**src/rtl/sorter_pkg.sv**
```systemverilog
// rtl/sorter_pkg.sv - shared mode encodings, cell select codes and compare helpers for the stream sorter
// Used by both the default build and the SORTER_TAG_EN build.
package sorter_pkg;

  localparam logic SORT_ASC  = 1'b0;
  localparam logic SORT_DESC = 1'b1;

  // Widest key the shared compare function accepts; callers zero-extend into it.
  localparam int KEY_MAX_W = 64;

  typedef enum logic [2:0] {
    SEL_HOLD,
    SEL_NEW,
    SEL_LO,
    SEL_HI,
    SEL_ZERO
  } cell_sel_t;

  function automatic int cnt_width(input int depth);
    return $clog2(depth + 1);
  endfunction

  // True when key a sorts at or before key b, so equal keys keep arrival order.
  function automatic logic precedes(input logic [KEY_MAX_W-1:0] a,
                                    input logic [KEY_MAX_W-1:0] b,
                                    input logic                 mode);
    return (mode == SORT_DESC) ? (a >= b) : (a <= b);
  endfunction

endpackage

```
**src/rtl/sorter_cell.sv**
```systemverilog
// rtl/sorter_cell.sv - one sort slot: key, optional tag and occupied flag with a four-way source mux
// Tag storage exists only when SORTER_TAG_EN is defined; otherwise tag reads 0.
module sorter_cell
  import sorter_pkg::*;
#(
  parameter int DATA_W = 8,
  parameter int TAG_W  = 8,
  parameter bit FIRST  = 1'b0
) (
  input  logic              clk,
  input  logic              rst,
  input  logic              clear,
  input  logic              push,
  input  logic              pop,
  input  logic              prec_lo,
  input  logic              prec_self,
  input  logic              prec_hi,
  input  logic [DATA_W-1:0] new_key,
  input  logic [TAG_W-1:0]  new_tag,
  input  logic [DATA_W-1:0] lo_key,
  input  logic [TAG_W-1:0]  lo_tag,
  input  logic              lo_occ,
  input  logic [DATA_W-1:0] hi_key,
  input  logic [TAG_W-1:0]  hi_tag,
  input  logic              hi_occ,
  output logic [DATA_W-1:0] key,
  output logic [TAG_W-1:0]  tag,
  output logic              occ
);

  cell_sel_t sel;

  // prec_* form a thermometer over the slots, so the insertion point is where it drops to 0.
  always_comb begin
    sel = SEL_HOLD;
    if (clear) begin
      sel = SEL_ZERO;
    end else if (push && !pop) begin
      if (!prec_lo)        sel = SEL_LO;
      else if (!prec_self) sel = SEL_NEW;
    end else if (pop && !push) begin
      sel = SEL_HI;
    end else if (push && pop) begin
      if (prec_hi)                sel = SEL_HI;
      else if (FIRST || prec_self) sel = SEL_NEW;
    end
  end

  always_ff @(posedge clk or negedge rst) begin
    if (!rst) begin
      key <= '0;
      occ <= 1'b0;
    end else begin
      case (sel)
        SEL_NEW:  begin key <= new_key; occ <= 1'b1;   end
        SEL_LO:   begin key <= lo_key;  occ <= lo_occ; end
        SEL_HI:   begin key <= hi_key;  occ <= hi_occ; end
        SEL_ZERO: begin key <= '0;      occ <= 1'b0;   end
        default:  begin key <= key;     occ <= occ;    end
      endcase
    end
  end

`ifdef SORTER_TAG_EN
  always_ff @(posedge clk or negedge rst) begin
    if (!rst) begin
      tag <= '0;
    end else begin
      case (sel)
        SEL_NEW:  tag <= new_tag;
        SEL_LO:   tag <= lo_tag;
        SEL_HI:   tag <= hi_tag;
        SEL_ZERO: tag <= '0;
        default:  tag <= tag;
      endcase
    end
  end
`else
  logic unused_tag;
  assign unused_tag = ^{new_tag, lo_tag, hi_tag};
  assign tag        = '0;
`endif

endmodule

```
**src/rtl/stream_insertion_sorter.sv**
```systemverilog
// rtl/stream_insertion_sorter.sv - streaming insertion sorter with head drain port and sync clear
// Define SORTER_TAG_EN to carry a tag with every key; without it tags read 0.
module stream_insertion_sorter
  import sorter_pkg::*;
#(
  parameter int DEPTH  = 64,
  parameter int DATA_W = 8,
  parameter int TAG_W  = 8,
  parameter int CNT_W  = cnt_width(DEPTH)
) (
  input  logic                    clk,
  input  logic                    rst,
  input  logic                    clear,
  input  logic                    desc,
  input  logic                    in_valid,
  output logic                    in_ready,
  input  logic [DATA_W-1:0]       in_data,
  input  logic [TAG_W-1:0]        in_tag,
  output logic                    out_valid,
  input  logic                    out_ready,
  output logic [DATA_W-1:0]       out_data,
  output logic [TAG_W-1:0]        out_tag,
  output logic [DEPTH*DATA_W-1:0] sorted_data,
  output logic [DEPTH*TAG_W-1:0]  sorted_tag,
  output logic [CNT_W-1:0]        count,
  output logic                    full,
  output logic                    empty
);

  logic             mode;
  logic [CNT_W-1:0] count_q;
  logic             push;
  logic             pop;

  // Slot i lives at index i+1; the two end entries are constant padding for the neighbour muxes.
  logic [DATA_W-1:0] key_ext [0:DEPTH+1];
  logic [TAG_W-1:0]  tag_ext [0:DEPTH+1];
  logic [DEPTH+1:0]  occ_ext;
  logic [DEPTH+1:0]  prec_ext;

  assign key_ext[0]       = '0;
  assign key_ext[DEPTH+1] = '0;
  assign tag_ext[0]       = '0;
  assign tag_ext[DEPTH+1] = '0;
  assign occ_ext[0]       = 1'b0;
  assign occ_ext[DEPTH+1] = 1'b0;
  assign prec_ext[0]       = 1'b1;
  assign prec_ext[DEPTH+1] = 1'b0;

  assign full      = (count_q == CNT_W'(DEPTH));
  assign empty     = (count_q == '0);
  assign in_ready  = !clear && (!full || out_ready);
  assign out_valid = !clear && !empty;
  assign push      = in_valid && in_ready;
  assign pop       = out_valid && out_ready;
  assign count     = count_q;
  assign out_data  = key_ext[1];
  assign out_tag   = tag_ext[1];

  for (genvar i = 0; i < DEPTH; i++) begin : g_slot
    assign prec_ext[i+1] = occ_ext[i+1] &&
                           precedes(KEY_MAX_W'(key_ext[i+1]), KEY_MAX_W'(in_data), mode);

    sorter_cell #(
      .DATA_W (DATA_W),
      .TAG_W  (TAG_W),
      .FIRST  (i == 0)
    ) u_cell (
      .clk       (clk),
      .rst       (rst),
      .clear     (clear),
      .push      (push),
      .pop       (pop),
      .prec_lo   (prec_ext[i]),
      .prec_self (prec_ext[i+1]),
      .prec_hi   (prec_ext[i+2]),
      .new_key   (in_data),
      .new_tag   (in_tag),
      .lo_key    (key_ext[i]),
      .lo_tag    (tag_ext[i]),
      .lo_occ    (occ_ext[i]),
      .hi_key    (key_ext[i+2]),
      .hi_tag    (tag_ext[i+2]),
      .hi_occ    (occ_ext[i+2]),
      .key       (key_ext[i+1]),
      .tag       (tag_ext[i+1]),
      .occ       (occ_ext[i+1])
    );

    assign sorted_data[DATA_W*i +: DATA_W] = key_ext[i+1];
    assign sorted_tag[TAG_W*i +: TAG_W]    = tag_ext[i+1];
  end

  always_ff @(posedge clk or negedge rst) begin
    if (!rst) begin
      mode    <= SORT_ASC;
      count_q <= '0;
    end else if (clear) begin
      mode    <= desc;
      count_q <= '0;
    end else if (push && !pop) begin
      count_q <= count_q + CNT_W'(1);
    end else if (pop && !push) begin
      count_q <= count_q - CNT_W'(1);
    end
  end

endmodule

```
**config.mk**
```make
export PLATFORM = sky130hd
export DESIGN_NAME = stream_insertion_sorter
export DESIGN_NICKNAME = d
export VERILOG_FILES = /design/src/rtl/sorter_pkg.sv /design/src/rtl/sorter_cell.sv /design/src/rtl/stream_insertion_sorter.sv
export SDC_FILE = /design/constraint.sdc
export NUM_CORES = 2
export LEC_CHECK = 0
export CAP_MARGIN = 20
export CORE_AREA = 2 2 418 420
export CTS_CLUSTER_SIZE = 30
export DETAILED_ROUTE_END_ITERATION = 6
export DIE_AREA = 0 0 420 422
export PLACE_DENSITY = 0.63
export SLEW_MARGIN = 20
export SYNTH_ARGS = -nofsm -noshare
export SYNTH_HDL_FRONTEND = slang
export SYNTH_SLANG_ARGS = --single-unit
```
**constraint.sdc**
```tcl
create_clock -name clk -period 3.3 [get_ports clk]
set_input_delay 0.66 -clock clk [delete_from_list [all_inputs] [get_ports clk]]
set_output_delay 0.66 -clock clk [all_outputs]
set_load 0.05 [all_outputs]
```
==> impl_results.md <==
- Min-delay worst type: input port to asynchronous set/reset pin
- NumNets Final: 7606
- Final period util: 1.019
- Rows: 153
- Cell with the most instances after synthesis: dfrtp_1
- Power per cell area: 788.1 nW/µm²
- # IOs: 1073
- Setup TNS: -0.06320 ns
- Synth cell count leaders: dfrtp_1, buf_4, mux2i_1, ha_1, o21ai_0
- Max Clk Rate: 297.3 MHz
- Area contributors post-synth: dfrtp_1, ha_1, mux2i_1
- All-Layer GR Usage: 0.2711
- GRT overflow: 0
- Status: complete, but fails checks
- Placed cells: 9300
- Pre-antenna DRT Iters: 6
- WP data arrival: 3.91 ns
- Cells after Synth: 5593
- First-pass GRT wire length: 357.8 mm
- Critical path cell sequence: buf_4 > clkinvlp_4 > buf_12 > buf_12 > ha_1 > and4_1 > a21boi_0 > a31o_2 > o41ai_2 > nor3b_2 > a2bb2oi_4 > buf_4 > mux2i_1 > o221ai_1
- Root buffer cell: clkbuf_16
- Failing checks: setup timing
- CTS tree: yes
- Clk_lat worst skew: 0.70 ns
- RR Startpoint: g_slot[47].u_cell.key[5]$_DFFE_PN0P_
- Final Cell Area: 69500 µm²
- DR vias: 53100
- Slew margin rel.: 0.2923
- Post-synth top area cell: dfrtp_1
- Wirelength, routed: 250.2 mm
- Mean post-synth cell area: 9.185 µm²
- Worst Setup SP: in_data[6]
- Setup WS pre-CTS: -0.7782 ns
- Clock Tree Buf Depth: 3
- Asr flop ratio synth: 1.000
- Final ANT Viol Nets: 0
- Synthesized cell area: 51370 µm²
- R2r worst-path depth: 10
- Max Cap Violations: 0
- Clock-pin slew on the worst setup and hold paths: 0.06 ns
- Fin. Hold Viols: 0
- Distinct cells, synth: 117
- Number of global-route vias before repair: 51710
- # fillers: 16910
- Slowest cell on crit path: o41ai_2
- Min cycle time layout: 3.363 ns
- Endpoints failing setup: 1
- EDFF count, synth: 0
- Clk_skew: 0.04050 ns
- Starting Density: 0.2972
- # port buffers: 544
- # H-tree levels: 3
- R2R setup slack: -0.02 ns
- Slowest Stage Delay on Critical Path: 0.44 ns
- Die X-Extent: 420 µm
- Max VDD drop: 0.0004873 V
- Final cell count without fillers: 9458
- CP max FO: 10
- Dpl cell area: 66460 µm²
- CTS Buf Count: 77
- Share of cells above drive strength 1: 0.2239
- Leakage: 0.03175 µW
- Worst-Margin Slew: 1.062 ns
- HPWL Detailed: 192.5 mm
- Critical path endpoint category: flop
- RSZ-0062 raised after global routing: true
- Hold_buf cts: 0
- Die H: 422 µm
- CORE AREA: 172900 µm²
- Initial antenna violation count: 8
- Drt via density: 5.614
- Ys flop type: dfrtp_1
- Placer Congestion: 0.9609
- Wire per inst: 26.46 µm
- Element type at the critical path start: input port
- Drt initial violations: 4851
- DRC: 0
- Die area: 177200 µm²
- R2R Path End: g_slot[47].u_cell.key[7]$_DFFE_PN0P_
- Seq/Total Area, Yosys: 0.2845
- Pins Over Slew Limit: 0
- Critical path data required time: 3.85 ns
- Area grow syn2layout: 35.29%
- Synth top area share: 0.2845
- Clock Sinks: 584
- Largest net degree at the start of global routing: 85
- Crit path kind: input port to flop
- Syn. warnings: 0
- Yosys reg bits: 584
- Setup ws final: -0.06320 ns
-- area by class of cell --
cell class | instances | area (µm²) | area share
Clock inverter | 32 | 432.9 | 0.006229
Sequential cell | 584 | 14620 | 0.2103
Clock buffer | 105 | 2223 | 0.03199
Timing Repair Buffer | 1696 | 15450 | 0.2223
Inverter | 118 | 475.5 | 0.006841
Tap cell | 2325 | 2909 | 0.04186
Antenna cell | 9 | 22.52 | 0.0003240
Multi-Input combinational cell | 4589 | 33370 | 0.4801
-- metal layers --
layer	share of wire	up-vias	GRT usage
met5	0.00029	-	0
met1	0.37	26070	0.3070
li1	-	23120	-
met4	0.093	10	0.2208
met3	0.073	937	0.04719
met2	0.47	2965	0.4460
-- cell usage in the layout, fill, tap and decap left out, drive strengths merged, types with 57 or more instances in the layout --
master,netlist,routed
nor2b,70,70
o211ai,57,57
clkbuf,129,108
a22oi,109,109
nor3,73,73
mux2,105,105
o221ai,74,74
nand3,112,112
nor2,285,285
a21oi,381,381
o21a,91,91
o22ai,106,106
buf,692,1162
nand2,294,294
nand4,144,144
a21o,61,61
ha,517,517
inv,115,119
clkdlybuf4s50,0,530
dfrtp,584,584
a211oi,138,138
mux2i,527,527
o21ai,433,433
conb,1,520
-- worst max-delay path by stage --
stage | slack (ns) | depth (start not counted) | end
2_1_floorplan | -1.11 | 12 | g_slot[45].u_cell.key[1]$_DFFE_PN0P_
3_3_place_gp | -0.70 | 12 | g_slot[30].u_cell.key[4]$_DFFE_PN0P_
3_5_place_dp | -0.78 | 15 | g_slot[14].u_cell.key[3]$_DFFE_PN0P_
4_1_cts | 0.03 | 15 | count[6]$_DFFE_PN0P_
5_1_grt | -0.22 | 14 | g_slot[47].u_cell.key[7]$_DFFE_PN0P_
6_report | -0.06 | 14 | g_slot[47].u_cell.key[7]$_DFFE_PN0P_
-- worst max-delay path, delay by kind of cell --
kind	cells	cell delay [ns]
AND/OR/NAND/NOR	2	0.53
AO/OA/AOI/OAI	5	1.34
adder cells (fa/ha/maj)	1	0.30
multiplexers	1	0.29
buffers and inverters	5	0.77
-- metrics by stage --
stage | total power [µW] | hold slack (ns) | util
4_1_cts | 54340 | 0.09789 | 0.3998
6_report | 54770 | 0.1218 | 0.4021
5_1_grt | 57110 | 0.1247 | 0.4019
3_5_place_dp | 45110 | 0.5297 | 0.3844
3_3_place_gp | 44460 | 0.5128 | 0.3844
2_1_floorplan | 30830 | 0.3644 | -
-- cells by family (layout without fill, tap and decap cells) --
logic type	Yosys count	count (layout)	synth area share
and+or+nand+nor	1150	1150	0.1120
adders and majority gates	518	518	0.1263
buffers and inverters	939	1951	0.1152
DFF	584	584	0.2845
AOI/OAI and AO/OA	1764	1764	0.2350
xor gates and xnor gates	4	4	0.0006821
muxes	633	633	0.1262
other	1	529	0.00007300
-- where the power goes --
| part | internal, µW | leakage [µW] | switching, µW |
|---|---|---|---|
| sequential | 9180 | 0.00777 | 2520 |
| combinational | 12600 | 0.0227 | 21400 |
| clock | 5300 | 0.00130 | 3800 |
-- flip-flops by register name, indices dropped and copies added, names as in the netlist --
signal,cells
count,7
g_slot.u_cell.key,512
g_slot.u_cell.occ,64
mode,1
-- what timing repair did --
| item | CTS | global route |
|---|---|---|
| resized for setup | 4 | 66 |
| setup endpoints to repair | 15 | 235 |
| gates cloned | 0 | 0 |
| setup buffers | 0 | 12 |
| pin swaps | 0 | 22 |
Power figures use the tool's default switching activity.
